--- src/rtl/cnn_pkg.sv ---
// Shared definitions for the CNN datapath blocks.
//   DWIDTH_DEFAULT : default activation/gradient width
//   MASK_PASS      : mask value meaning ReLU passed the value (gradient flows)
//   MASK_BLOCK     : mask value meaning ReLU clamped to zero (gradient blocked)
package cnn_pkg;

  localparam int unsigned DWIDTH_DEFAULT = 32;
  localparam logic        MASK_PASS      = 1'b1;
  localparam logic        MASK_BLOCK     = 1'b0;

  // A non-negative forward input (sign bit clear) is passed by ReLU.
  function automatic logic relu_mask(input logic sign_bit);
    return sign_bit ? MASK_BLOCK : MASK_PASS;
  endfunction

endpackage

--- src/rtl/relu_mask_fifo.sv ---
// 1-bit synchronous FIFO holding one ReLU mask bit per forward element.
// Ports:
//   clk, rst_n      : clock, asynchronous active-low reset
//   clear           : synchronous flush (pointers and count), wins over push/pop
//   push, push_data : write one mask bit (caller guarantees !full)
//   pop, pop_data   : read the mask at the head (caller guarantees !empty)
//   full, empty     : occupancy flags derived from count
//   count           : number of stored masks, registered
module relu_mask_fifo
  import cnn_pkg::*;
#(
  parameter int unsigned DEPTH  = 1024,
  parameter int unsigned AWIDTH = $clog2(DEPTH)
) (
  input  logic            clk,
  input  logic            rst_n,
  input  logic            clear,
  input  logic            push,
  input  logic            push_data,
  input  logic            pop,
  output logic            pop_data,
  output logic            full,
  output logic            empty,
  output logic [AWIDTH:0] count
);

  localparam logic [AWIDTH:0] FullCount = (AWIDTH + 1)'(DEPTH);

  logic [DEPTH-1:0]  mask_q;
  logic [AWIDTH-1:0] wptr_q, wptr_d;
  logic [AWIDTH-1:0] rptr_q, rptr_d;
  logic [AWIDTH:0]   count_q, count_d;

  // Pointers are exactly AWIDTH bits, so DEPTH-1 -> 0 wrap is free.
  always_comb begin
    wptr_d  = wptr_q;
    rptr_d  = rptr_q;
    count_d = count_q;
    if (clear) begin
      wptr_d  = '0;
      rptr_d  = '0;
      count_d = '0;
    end else begin
      if (push) wptr_d = wptr_q + 1'b1;
      if (pop)  rptr_d = rptr_q + 1'b1;
      unique case ({push, pop})
        2'b10:   count_d = count_q + 1'b1;
        2'b01:   count_d = count_q - 1'b1;
        default: count_d = count_q;
      endcase
    end
  end

  always_ff @(posedge clk or negedge rst_n) begin
    if (!rst_n) begin
      wptr_q  <= '0;
      rptr_q  <= '0;
      count_q <= '0;
    end else begin
      wptr_q  <= wptr_d;
      rptr_q  <= rptr_d;
      count_q <= count_d;
    end
  end

  // Mask storage needs no reset: entries are only read after being written.
  always_ff @(posedge clk) begin
    if (push && !clear) mask_q[wptr_q] <= push_data;
  end

  assign pop_data = mask_q[rptr_q];
  assign full     = (count_q == FullCount);
  assign empty    = (count_q == '0);
  assign count    = count_q;

endmodule

--- src/rtl/relu_backward.sv ---
// ReLU backward-pass gradient gate.
// Captures one mask bit per forward element and, in the same order, passes each
// incoming gradient through where the forward value was non-negative, else zero.
// Ports:
//   clk, rst_n                      : clock, asynchronous active-low reset
//   Clear                           : synchronous flush of masks and output stage
//   FwdValid/FwdData/FwdReady       : forward activation stream (only the sign bit used)
//   GradValid/GradIn/GradReady      : incoming gradient stream
//   GradOutValid/GradOut/GradOutReady : gated gradient stream, one-cycle latency
//   MaskCount                       : number of masks currently stored
module relu_backward
  import cnn_pkg::*;
#(
  parameter int unsigned DWIDTH = DWIDTH_DEFAULT,
  parameter int unsigned DEPTH  = 1024,
  parameter int unsigned AWIDTH = $clog2(DEPTH)
) (
  input  logic              clk,
  input  logic              rst_n,
  input  logic              Clear,
  input  logic              FwdValid,
  input  logic [DWIDTH-1:0] FwdData,
  output logic              FwdReady,
  input  logic              GradValid,
  input  logic [DWIDTH-1:0] GradIn,
  output logic              GradReady,
  output logic              GradOutValid,
  output logic [DWIDTH-1:0] GradOut,
  input  logic              GradOutReady,
  output logic [AWIDTH:0]   MaskCount
);

  logic wr_fire, rd_fire;
  logic fifo_full, fifo_empty, head_mask;
  logic              out_valid_q, out_valid_d;
  logic [DWIDTH-1:0] out_data_q, out_data_d;

  relu_mask_fifo #(
    .DEPTH (DEPTH),
    .AWIDTH(AWIDTH)
  ) u_mask_fifo (
    .clk      (clk),
    .rst_n    (rst_n),
    .clear    (Clear),
    .push     (wr_fire),
    .push_data(relu_mask(FwdData[DWIDTH-1])),
    .pop      (rd_fire),
    .pop_data (head_mask),
    .full     (fifo_full),
    .empty    (fifo_empty),
    .count    (MaskCount)
  );

  assign FwdReady  = !fifo_full && !Clear;
  // Accept a gradient only when the output slot is free or being drained this cycle.
  assign GradReady = !fifo_empty && (!out_valid_q || GradOutReady) && !Clear;
  assign wr_fire   = FwdValid && FwdReady;
  assign rd_fire   = GradValid && GradReady;

  always_comb begin
    out_valid_d = out_valid_q;
    out_data_d  = out_data_q;
    if (Clear) begin
      out_valid_d = 1'b0;
    end else if (rd_fire) begin
      out_valid_d = 1'b1;
      out_data_d  = (head_mask == MASK_PASS) ? GradIn : '0;
    end else if (GradOutReady) begin
      out_valid_d = 1'b0;
    end
  end

  always_ff @(posedge clk or negedge rst_n) begin
    if (!rst_n) begin
      out_valid_q <= 1'b0;
      out_data_q  <= '0;
    end else begin
      out_valid_q <= out_valid_d;
      out_data_q  <= out_data_d;
    end
  end

  assign GradOutValid = out_valid_q;
  assign GradOut      = out_data_q;

endmodule

--- config.mk ---
export PLATFORM = sky130hd
export DESIGN_NAME = relu_backward
export DESIGN_NICKNAME = d
export VERILOG_FILES = /design/src/rtl/cnn_pkg.sv /design/src/rtl/relu_mask_fifo.sv /design/src/rtl/relu_backward.sv
export SDC_FILE = /design/constraint.sdc
export NUM_CORES = 2
export LEC_CHECK = 0
export ABC_CLOCK_PERIOD_IN_PS = 8100
export BUFFER_PORTS_ARGS = -buffer_cell sky130_fd_sc_hd__buf_2
export CORE_MARGIN = 1
export CORE_UTILIZATION = 35
export CTS_BUF_LIST = sky130_fd_sc_hd__clkbuf_4 sky130_fd_sc_hd__clkbuf_8
export CTS_CLUSTER_SIZE = 12
export DETAILED_ROUTE_END_ITERATION = 6
export HOLD_SLACK_MARGIN = 0.06
export PLACE_DENSITY = 0.57
export SYNTH_ARGS = -nofsm -noshare
export SYNTH_HDL_FRONTEND = slang
export SYNTH_SLANG_ARGS = --single-unit
--- constraint.sdc ---
create_clock -name clk -period 8.1 [get_ports clk]
set_input_delay 1.215 -clock clk [delete_from_list [all_inputs] [get_ports clk]]
set_output_delay 1.215 -clock clk [all_outputs]
set_load 0.01 [all_outputs]
# == After elaboration in Yosys (flattened, before gate mapping) ==
# Cells that the tools add are included.
# op_classes
add_sub_neg,4
magnitude_cmp,3
eq_ne,3
n_mux,16
n_bitwise,1
n_reduce_logical,18
# op_table
op,count
bitwise mux 1024 bit,1
two-way mux 10 bit,4
two-way mux 32 bit,1
"< comparator 10 x 11 -> 1 bit, second input constant",2
case mux 11 bit (2 select lines),1
"adder 10 x 1 -> 10 bit, second input constant",2
"adder 11 x 1 -> 11 bit, second input constant",1
"equality test 11 bit, second input constant",1
logical NOT 11 bit,1
two-way mux 11 bit,1
"subtractor 11 x 1 -> 11 bit, second input constant",1
binary-select mux 1 bit (select 10 bit),1
demux 1 bit (select 10 bit),1
"greater-or-equal comparator 10 x 1 -> 1 bit, second input constant",1
logical AND 1 bit,7
two-way mux 1 bit,6
nonzero test 3 bit,2
logical NOT 1 bit,4
nonzero test 2 bit,2
"equality test 2 x 1 -> 1 bit, second input constant",1
"equality test 2 bit, second input constant",1
AND reduction 2 bit,1
logical OR 1 bit,1
NOT 1 bit,1
# totals
register_bits,1088
out_inout_bits,46
word_cells,51

# == Longest topological paths before layout ==
# depth
ltp_word,8
depth_mapped,17

# == Modules after synthesis ==
# A second synthesis with hierarchy kept.
# unflattened
cells_unflattened,3438
area_unflattened_um2,47968.5
# modules_own_cells
mod,n_inst,cells_per_inst,area_per_inst_um2,seq_area_each_um2
relu_mask_fifo,1,3294,46447.0,31525.2
relu_backward,1,144,1521.5,825.8

# == Least setup slack after synthesis ==
# Ideal clock, no wire load.
# synth_path
kind,input to register
from,input port FwdData[31]
to,"register u_mask_fifo.mask_q[0], data pin"
setup_ns,2.479
t_arrival_ns,12.136
required_time_ns,5.621
path_slack_ns,-6.515
cell_stages,1
n_path_buf,0
cell_sequence,inv_1
# synth_between
elab_chain_cells,2
# synth_lines
item,line,rtl
start: declaration,relu_backward.sv:22,"input logic [DWIDTH-1:0] FwdData,"
two-way mux 1 bit,cnn_pkg.sv:13,return sign_bit ? MASK_BLOCK : MASK_PASS;
bitwise mux 1024 bit,relu_mask_fifo.sv:68,if (push && !clear) mask_q[wptr_q] <= push_data;
end signal: indexed assignment,relu_mask_fifo.sv:68,
end: declaration,relu_mask_fifo.sv:29,logic [DEPTH-1:0] mask_q;
# No other way between the ends.
# A chain may end at the register's enable or synchronous reset.

# == Final worst setup path ==
# layout_path
from,register u_mask_fifo.rptr_q[1]
to,"register out_data_q[19], in the netlist GradOut[19]"
# layout_between
elab_chain_cells,3
# layout_lines
item,line,rtl
start: declaration,relu_mask_fifo.sv:31,"logic [AWIDTH-1:0] rptr_q, rptr_d;"
start signal: assignment,relu_mask_fifo.sv:61,rptr_q <= rptr_d;
binary-select mux 1 bit (select 10 bit),relu_mask_fifo.sv:71,assign pop_data = mask_q[rptr_q];
two-way mux 1 bit (not written as such),relu_mask_fifo.sv:71,
two-way mux 32 bit,relu_backward.sv:67,out_data_d = (head_mask == MASK_PASS) ? GradIn : '0;
end signal: assignment,relu_backward.sv:79,out_data_q <= out_data_d;
end: declaration,relu_backward.sv:36,"logic [DWIDTH-1:0] out_data_q, out_data_d;"
# No other way between the ends. The select of a mux whose other input is x is not followed.

==> impl_metrics.toml <==
[critical_path]
critical_path.startpoint_type = "register"
critical_path_peak_fanout = 47
crit_path_frequent_cell = "buf_4"
timing.critical_path.required_ps = 8830
timing.critical_path.buf_inv = 2
crit_path_top_delay_cell = "dfrtp_4"
critical_path.cell_chain = "buf_4, mux4_2, mux2i_1, nor2_1, o31ai_1, a221oi_1, nor3_1, a21oi_2, buf_4, a22o_1"
critical_path_max_stage_delay_ps = 1030
worstSetupEndpointType = "register"
largest_delay_share_family_worst_path = "compound AO/OA/AOI/OAI gates"
worstPathArrival_ps = 5340
worstSetupPathType = "register to register"

[floorplan]
die-area_sq_mm = 0.137
coreArea_sq_mm = 0.134
floorplan.rows = 134
die_w_um = 370
floorplan.die.height_um = 370
floorplan.initialDensity_pct = 35.4
top_level_ports = 116

[routing]
drt_iter0_drc = 3374
wl_per_cell_um = 25.2
viasPerCell = 5.44
drt-pass1-iter-count = 7
routed_wirelength_um = 133000
drt.antenna.violating_nets = 0
route.detailed.drc = 40
vias = 28629

[clock_network]
post_cts.repair.setup_buffers = 0
clock_buffer_count_from_cts = 180
cts_root_buffer = "clkbuf_8"
clock_latency_of_the_later_clocked_register_in_the_worst_skew_pair_ps = 860
cts_buffer_depth = 3
cts.hold.buffers_added = 0
worst_setup_hold_path_clk_slew_ps = 60
htree_num_levels = 4
tritoncts_clock_tree = "built"
cts_resized = 0
clock-sinks = 1088

[synthesis]
synth_warnings = 0
postSynth.topFlopCell = "edfxtp_1"
syn-mean-instance-area_sq_um = 14.3
synthCells = 3313
syn_area_sq_mm = 0.0473
postSynthNetCount = 3398
synth_enable_flop_cells = 1024
synth-async-reset-ratio_pct = 5.88
post_synth_num_cell_types = 63
synth.yosys.seq_area_share_pct = 68.4
yosys_register_bits = 1088

[outcome]
result_of_the_run = "complete, but fails checks"
failed_checks = "design-rule violations"

[finish]
layout_common_cells = "1079 x nor2_1, 1024 x edfxtp_1, 237 x mux4_2"
multi_input_comb_area_sq_mm = 0.0135
area.growth.synth_to_final_pct = 11.7
layout.cells.most_common = "nor2_1"
layout.filler_cells = 12640
finish.utilization_pct = 39.5
finalNetCount = 3427
final_layout_size_suffix_gt1_share_pct = 21.3
finalInstanceArea_sq_mm = 0.0529
area.sequential_sq_mm = 0.0324

[global_route]
grt_overflow_total = 0
grt_start_max_net_pins = 237
grtUsageMet1_pct = 27.0
globalRoute.busiestLayer = "met2"
grt_first_pass_wirelength_um = 192000
via_count_of_the_first_global_routing_pass = 28155
grt_util_met3_pct = 3.48
grt_antenna_before_repair = 4
grt_util_met2_pct = 30.3
grtUsageTotal_pct = 19.3

[hold_path]
hold_class = "register to register"

[timing]
timing.max_slew.rel_slack_pct = 16.7
worstMarginPinSlew_ps = 1250
period_share_pct = 56.9
fin_worst_skew_ps = 41.7
hold_viol_final = 0
max_freq_mhz = 217
final.hold.worst_slack_ps = 500
min_period_ps = 4610
timing.final.max_slew_violations = 0
fin_setup_tns_ps = 0
grt_setup_unrepaired = "no"
setup_viol = 0

[power]
peakVddDrop_v = 0.000150
power_leakage_nw = 16.2
power_mw = 13.5
power_density_mw_per_mm2 = 255

[placed_design]
place_area_sq_mm = 0.0492
place_hpwl_um = 70400
port_buffers = 84
routabilityCongestion = 0.793

[flow_run]
cap_viol_max_count = 0
[final cells by class]
type,instances,area share [%]
Sequential cell,1088,61.2
Multi-Input combinational cell,1895,25.6
Clock buffer,264,5.99
Tap cell,1768,4.18
Timing Repair Buffer,161,2.01
Clock inverter,67,0.885
Inverter,16,0.121
Antenna cell,5,0.0237
[synth_stat cells, types with 3 or more instances]
cell	instances	area, sq um
o31ai_1	12	90.1
buf_2	23	115
dfrtp_1	64	1600
buf_12	4	80.1
nand4_1	3	18.8
a21oi_1	33	165
nand3b_1	3	22.5
nor2_1	1081	4060
mux4_2	237	5340
a22o_1	37	324
nor4_1	5	31.3
nand3_1	16	80.1
o211ai_1	5	37.5
xor2_1	7	61.3
and3_1	7	43.8
o32ai_1	4	35.0
a2111oi_0	4	35.0
nor3b_1	6	45.0
nor2b_1	12	75.1
buf_4	15	113
o21ai_0	55	275
o22ai_1	7	43.8
and3b_1	4	35.0
o221ai_1	7	61.3
or3_1	4	25.0
ha_1	14	175
xnor2_1	9	78.8
a21o_1	3	22.5
a221oi_1	14	123
a211oi_1	4	30.0
a31oi_1	3	18.8
edfxtp_1	1024	30700
mux4_1	8	210
clkbuf_1	243	912
mux2i_1	83	831
a22oi_1	23	173
inv_1	14	52.6
nand2_1	140	526
and2_1	5	31.3
buf_6	21	236
nand2b_1	5	31.3
nor3_1	10	50.1
buf_1	8	30.0
[power breakdown]
part	leakage, nW	internal, mW	switching (mW)
Clock	1.93	2.63	2.28
Combinational	4.22	1.04	1.13
Sequential	10.1	6.26	0.147
Total	16.2	9.93	3.56
[worst paths after layout]
path | from | to | slack [ps] | cells after the start
worst min register to register | GradOut[14] | GradOut[14] | 500 | 1
worst max register to register | u_mask_fifo.rptr_q[1] | GradOut[19] | 3490 | 10
min in group asynchronous | rst_n | GradOut[9] | 550 | 2
worst min-delay path | GradOut[14] | GradOut[14] | 500 | 1
max in group asynchronous | rst_n | u_mask_fifo.rptr_q[1] | 6840 | 2
worst max-delay path | u_mask_fifo.rptr_q[1] | GradOut[19] | 3490 | 10
[layer usage]
layer	share of wire (%)	vias to the layer above
met2	46	1179
met5	0.020	-
met1	43	15003
li1	-	12207
met3	8.2	236
met4	2.7	4
[flip-flops by register name, summed over array words and instances, names as in the netlist]
name,cells
u_mask_fifo.mask_q,1024
GradOut,32
u_mask_fifo.count,11
u_mask_fifo.rptr_q,10
u_mask_fifo.wptr_q,10
GradOutValid,1
[worst register-to-register path, stage by stage, from the launching register on]
cell	delay, ps
dfrtp_4	1030
buf_4	690
mux4_2	630
mux2i_1	280
nor2_1	80
o31ai_1	630
a221oi_1	220
nor3_1	320
a21oi_2	100
buf_4	250
a22o_1	270
[per-stage QoR]
step | instances | setup WS [ps]
global placement | 4928 | 2870
detailed placement | 4928 | 2920
CTS | 5259 | 3520
floorplan | 3313 | -1680
global route | 5260 | 3270
finish | 5264 | 3490
[cell families after synthesis]
group | after synthesis | synth area share (%)
AND/OR/NAND/NOR | 1306 | 10.8
flip-flops | 1088 | 68.4
buffers and inverters | 330 | 3.27
multiplexers | 328 | 13.5
AO/OA/AOI/OAI | 230 | 3.40
XOR/XNOR | 16 | 0.296
adder cells (fa/ha/maj) | 15 | 0.412
No activity file was read; power rests on OpenSTA's default activity.
